$ cat config.mk
export PLATFORM = sky130hd
export DESIGN_NAME = lfsr_random_server
export DESIGN_NICKNAME = d
export VERILOG_FILES = /design/src/rtl/lfsr_random_server.sv
export SDC_FILE = /design/constraint.sdc
export NUM_CORES = 1
export LEC_CHECK = 0
export BUFFER_PORTS_ARGS = -buffer_cell sky130_fd_sc_hd__buf_2
export CORE_ASPECT_RATIO = 0.75
export CORE_MARGIN = 2
export CORE_UTILIZATION = 56
export CTS_BUF_LIST = sky130_fd_sc_hd__clkbuf_8
export CTS_CLUSTER_SIZE = 30
export DETAILED_ROUTE_END_ITERATION = 10
export GPL_ROUTABILITY_DRIVEN = 0
export HOLD_SLACK_MARGIN = 0.06
export PLACE_DENSITY_LB_ADDON = 0.3
export SETUP_SLACK_MARGIN = 0.5
export SLEW_MARGIN = 20
export SYNTH_ARGS = -nofsm -noshare
export SYNTH_HDL_FRONTEND = slang
export SYNTH_SLANG_ARGS = --single-unit
$ cat constraint.sdc
create_clock -name clk_i -period 1.9 [get_ports clk_i]
set_input_delay 0.38 -clock clk_i [delete_from_list [all_inputs] [get_ports clk_i]]
set_output_delay 0.38 -clock clk_i [all_outputs]
set_load 0.02 [all_outputs]
$ cat src/rtl/lfsr_random_server.sv
// -----------------------------------------------------------------------------
// lfsr_random_server
//
// Shares one Fibonacci LFSR among NUM_REQ requesters. A round-robin arbiter
// grants one requester at a time; each grant collects WORD_WIDTH successive
// LFSR output bits (LSB first) and returns them as one word with a one-cycle
// ack pulse. The LFSR free-runs in every state and can be reseeded or
// perturbed by an entropy bit. An all-zero LFSR state is reloaded with
// LFSR_INIT and reported with a one-cycle lockup pulse.
//
// Ports
//   clk_i          clock, rising edge
//   rst_n_i        asynchronous reset, active low
//   req_i          level request per requester, held until its ack
//   entropy_i      XORed into the feedback bit on every shift
//   seed_valid_i   load seed_data_i into the LFSR this cycle
//   seed_data_i    new LFSR state (zero is replaced by LFSR_INIT)
//   ack_o          one-hot, one-cycle pulse: rdata_o valid for that requester
//   rdata_o        delivered word, held until the next ack
//   gnt_id_o       index of the current / last grantee
//   busy_o         high while filling or delivering a word
//   lockup_o       one-cycle pulse after an all-zero state was reloaded
// -----------------------------------------------------------------------------
// state     | meaning
// ----------+-----------------------------------------------------------------
// S_IDLE    | no grant; arbitrate among pending requests
// S_FILL    | shifting LFSR output bits into the word for gnt_q
// S_DELIVER | present the word on rdata_o, pulse ack_o, advance rr pointer
// -----------------------------------------------------------------------------
module lfsr_random_server #(
    parameter int unsigned                  NUM_REQ       = 4,
    parameter int unsigned                  WORD_WIDTH    = 8,
    parameter int unsigned                  LFSR_WIDTH    = 16,
    parameter logic [LFSR_WIDTH-1:0]        LFSR_INIT     = 16'hACE1,
    parameter logic [LFSR_WIDTH-1:0]        LFSR_FEEDBACK = 16'h002D,
    localparam int unsigned                 ID_W          = $clog2(NUM_REQ),
    localparam int unsigned                 CNT_W         = $clog2(WORD_WIDTH + 1)
) (
    input  logic                  clk_i,
    input  logic                  rst_n_i,
    input  logic [NUM_REQ-1:0]    req_i,
    input  logic                  entropy_i,
    input  logic                  seed_valid_i,
    input  logic [LFSR_WIDTH-1:0] seed_data_i,
    output logic [NUM_REQ-1:0]    ack_o,
    output logic [WORD_WIDTH-1:0] rdata_o,
    output logic [ID_W-1:0]       gnt_id_o,
    output logic                  busy_o,
    output logic                  lockup_o
);

    typedef enum logic [1:0] {
        S_IDLE    = 2'd0,
        S_FILL    = 2'd1,
        S_DELIVER = 2'd2
    } state_e;

    state_e                  state_q, state_d;
    logic [LFSR_WIDTH-1:0]   shift_q, shift_d;
    logic                    lockup_q, lockup_d;
    logic [ID_W-1:0]         gnt_q, gnt_d;
    logic [ID_W-1:0]         rr_q, rr_d;
    logic [CNT_W-1:0]        cnt_q, cnt_d;
    logic [WORD_WIDTH-1:0]   word_q, word_d;
    logic [WORD_WIDTH-1:0]   rdata_q, rdata_d;
    logic [NUM_REQ-1:0]      ack_q, ack_d;
    logic [ID_W-1:0]         pick;
    logic                    found;
    logic                    fb;
    logic [ID_W-1:0]         rr_next;

    // LFSR next state: seed beats lockup recovery beats normal shift.
    always_comb begin
        fb       = entropy_i ^ (^(shift_q & LFSR_FEEDBACK));
        lockup_d = 1'b0;
        if (seed_valid_i) begin
            shift_d = (seed_data_i == '0) ? LFSR_INIT : seed_data_i;
        end else if (shift_q == '0) begin
            shift_d  = LFSR_INIT;
            lockup_d = 1'b1;
        end else begin
            shift_d = {fb, shift_q[LFSR_WIDTH-1:1]};
        end
    end

    // Round-robin pick: first asserted request at or after rr_q, wrapping.
    always_comb begin
        int unsigned idx;
        pick  = rr_q;
        found = 1'b0;
        idx   = 0;
        for (int unsigned i = 0; i < NUM_REQ; i++) begin
            idx = (32'(rr_q) + i) % NUM_REQ;
            if (!found && req_i[idx[ID_W-1:0]]) begin
                pick  = idx[ID_W-1:0];
                found = 1'b1;
            end
        end
    end

    assign rr_next = (gnt_q == ID_W'(NUM_REQ - 1)) ? '0 : gnt_q + ID_W'(1);

    always_comb begin
        state_d = state_q;
        gnt_d   = gnt_q;
        rr_d    = rr_q;
        cnt_d   = cnt_q;
        word_d  = word_q;
        rdata_d = rdata_q;
        ack_d   = '0;
        unique case (state_q)
            S_IDLE: begin
                if (|req_i) begin
                    gnt_d   = pick;
                    cnt_d   = '0;
                    state_d = S_FILL;
                end
            end
            S_FILL: begin
                if (!req_i[gnt_q]) begin
                    // Requester withdrew: drop partial word, keep rr pointer.
                    cnt_d   = '0;
                    word_d  = '0;
                    state_d = S_IDLE;
                end else begin
                    // Shift in from the top so the first bit ends at bit 0.
                    word_d = (word_q >> 1)
                           | (WORD_WIDTH'(shift_q[0]) << (WORD_WIDTH - 1));
                    cnt_d  = cnt_q + CNT_W'(1);
                    if (cnt_q == CNT_W'(WORD_WIDTH - 1)) begin
                        state_d = S_DELIVER;
                    end
                end
            end
            S_DELIVER: begin
                rdata_d = word_q;
                ack_d   = NUM_REQ'(1) << gnt_q;
                rr_d    = rr_next;
                cnt_d   = '0;
                state_d = S_IDLE;
            end
            default: begin
                state_d = S_IDLE;
            end
        endcase
    end

    always_ff @(posedge clk_i or negedge rst_n_i) begin
        if (!rst_n_i) begin
            state_q  <= S_IDLE;
            shift_q  <= LFSR_INIT;
            lockup_q <= 1'b0;
            gnt_q    <= '0;
            rr_q     <= '0;
            cnt_q    <= '0;
            word_q   <= '0;
            rdata_q  <= '0;
            ack_q    <= '0;
        end else begin
            state_q  <= state_d;
            shift_q  <= shift_d;
            lockup_q <= lockup_d;
            gnt_q    <= gnt_d;
            rr_q     <= rr_d;
            cnt_q    <= cnt_d;
            word_q   <= word_d;
            rdata_q  <= rdata_d;
            ack_q    <= ack_d;
        end
    end

    assign ack_o    = ack_q;
    assign rdata_o  = rdata_q;
    assign gnt_id_o = gnt_q;
    assign busy_o   = (state_q != S_IDLE);
    assign lockup_o = lockup_q;

endmodule
==> metrics.txt <==
run status finished clean; Worst Tran Pin Value 0.411 ns; Worst-path clk slew 0.09 ns; site row count 18; Synth Area in Compound Gates 0.126; register area share after synthesis 0.580; Arr. time, crit path 1.78 ns; Top Ports 40; worst-path maximum fanout 6; DR vias 1659; total track usage 0.234; library cells used by synthesis 39; syn avg cell area 11.1 µm²; initial antenna violation count 0; Synth Area in Adders 0.0367; multiplexer share of the synthesized area 0.0330; Die Y-Extent 56.3 µm; IO Port Bufs 39; syn nets 214; worst min-delay path class primary input to flop; share of cells above drive strength 1 0.385; CTS Buf Count 5; Root Buffer clkbuf_8; max-slew violation count 0; final antenna-violating net count 0; Synth Flop Type dfrtp_1; die area 4160 µm²; CP delay by family, top multiplexers; Sink Count 47; flops & latches, synth 47; Slowest-stage cell, CP mux4_2; gr ovfl total 0; Area contributors post-synth dfrtp_1 (48%), dfstp_2 (10%), nand2_1 (7.0%); Worst EP required 2.09 ns; Post-synth EDFFs 0; vias per inst 5.64; R2R Setup Slk 0.31 ns; DRT iter0 DRCs 156; Initial Util 0.602; DRT Pass-1 Iters 4; final wirelength 4890 µm; Layout Nets 273; Final period util 0.838; startpoint types flop; core area 3400 µm²; first-pass GRT wire length 7240 µm; Synth async-reset ratio 1.00; CP endpoint kind flop; final setup TNS 0 ns; Mapped Area 2050 µm²; Final setup viols 0; Pleak 1.35 nW; XOR/XNOR Fraction of Synth Area 0.0128; Synth top area share 0.477; wire per inst 16.6 µm; Register Area 1190 µm²; Synth area leader dfrtp_1; Slew HR 0.723; CTS Buffer Depth 2; DRC viols 0; Power Density 1090 nW/µm²; hold_ws 0.306 ns; Post-Synth Simple-Gate Area 0.179; maximum number of pins on one net before global-route repair 48; area taken by multi-input logic gates 890 µm²; CTS tree done; area grow syn2layout 30.4%; post-DP HPWL 2890 µm; unrepaired setup endpoints after global routing yes; worst stage delay on the critical path 0.50 ns; Final Hold Fails 0; worst setup path category flop to flop; worst skew pair latency 0.31 ns; Die Wd 73.8 µm; vias in the first global route 1598; antenna fix cells 0; Syn Inst Count 184; worst clock skew 0.00524 ns; Max VDD drop 0.736 mV; FILL cells 190; fmax 0.628 GHz; Synth warnings 0; largest family of logic cells by synthesized area simple AND/OR/NAND/NOR gates; number of H-tree levels 2; crit-path cells mux4_2 -> nor2b_4 -> and3_1 -> a221o_1; maxcap violations 0; fin crit period 1.59 ns; crit path buf inv count 0
-- metrics by stage --
stage | utilization | total power [mW] | std cells | worst slack, ns | cell area (µm²)
2_1_floorplan | - | 1.64 | 184 | 0.268 | 2050
3_3_place_gp | 0.677 | 1.77 | 269 | 0.188 | 2300
3_5_place_dp | 0.677 | 1.81 | 269 | 0.133 | 2300
4_1_cts | 0.762 | 2.75 | 289 | 0.318 | 2590
5_1_grt | 0.784 | 3.03 | 294 | 0.277 | 2670
6_report | 0.784 | 2.91 | 294 | 0.307 | 2670
-- repair_timing --
| item | 4_1_cts | 5_1_grt |
|---|---|---|
| gates resized for setup | 21 | 10 |
| hold buffers | 1 | 0 |
| setup endpoints to repair | 27 | 30 |
| gates cloned | 1 | 0 |
| buffers inserted | 10 | 5 |
| pin swaps | 3 | 3 |
| endpoints found under the hold margin | 39 | 0 |
-- sequential cells by signal, summed over array words and instances, names as in the netlist --
register / cells
cnt_q: 4
shift_q: 16
word_q: 8
lockup_o: 1
ack_o: 4
rdata_o: 8
rr_q: 2
gnt_id_o: 2
state_q: 2
-- power breakdown --
group	switching [mW]	internal [mW]
combinational	0.424	0.455
sequential	0.112	1.14
clock	0.350	0.433
-- metal layers --
| metal | up-vias | GRT usage | share of wire |
|---|---|---|---|
| li1 | 764 | - | - |
| met1 | 802 | 0.321 | 0.42 |
| met2 | 77 | 0.343 | 0.49 |
| met3 | 16 | 0.0575 | 0.066 |
| met4 | 0 | 0.119 | 0.026 |
| met5 | - | 0 | 0 |
-- final timing paths --
path / from / to / depth (start not counted)
worst max-delay path: gnt_id_o[0] / cnt_q[3] / 4
min in group asynchronous: rst_n_i / rdata_o[0] / 3
worst min-delay path: seed_data_i[6] / shift_q[6] / 2
worst max register to register: gnt_id_o[0] / cnt_q[3] / 4
max in group asynchronous: rst_n_i / shift_q[7] / 3
worst min register to register: rdata_o[5] / rdata_o[5] / 2
-- cell usage in the layout (no fill, tap or decap), types with 3 or more instances in the layout --
master | netlist | layout
o21ai_2 | 0 | 3
dfrtp_1 | 39 | 38
mux2_2 | 4 | 4
ha_1 | 6 | 5
nor2b_1 | 4 | 4
nor4_1 | 6 | 5
buf_6 | 0 | 5
buf_2 | 2 | 37
nand2b_4 | 0 | 4
dfstp_2 | 8 | 8
inv_1 | 10 | 8
o22a_1 | 8 | 8
buf_4 | 1 | 13
a22o_1 | 9 | 9
nand2_1 | 38 | 38
and2_1 | 4 | 4
clkbuf_8 | 0 | 6
-- synthesized netlist by cell type, types with 3 or more instances --
cell type / instances
ha_1: 6
clkbuf_1: 3
o22a_1: 8
inv_1: 10
mux2_2: 4
a22o_1: 9
nand2_1: 38
o21ai_0: 6
nor2b_1: 4
dfstp_2: 8
and2_1: 4
nand2b_1: 5
dfrtp_1: 39
nor4_1: 6
-- kinds of logic (layout without fill, tap and decap cells) --
group,count (synthesis),in the layout
adders and majority gates,6,6
and+or+nand+nor,73,74
DFF,47,47
buffers and inverters,16,75
AOI/OAI and AO/OA,34,34
xor gates and xnor gates,3,3
muxes,5,5
-- layout make-up --
class / count / area share
Inverter: 10 / 0.0141
Sequential cell: 47 / 0.445
Timing Repair Buffer: 57 / 0.138
Clock buffer: 6 / 0.0310
Tap cell: 50 / 0.0235
Multi-Input combinational cell: 122 / 0.333
Clock inverter: 2 / 0.0145
No activity file was read; power rests on OpenSTA's default activity.
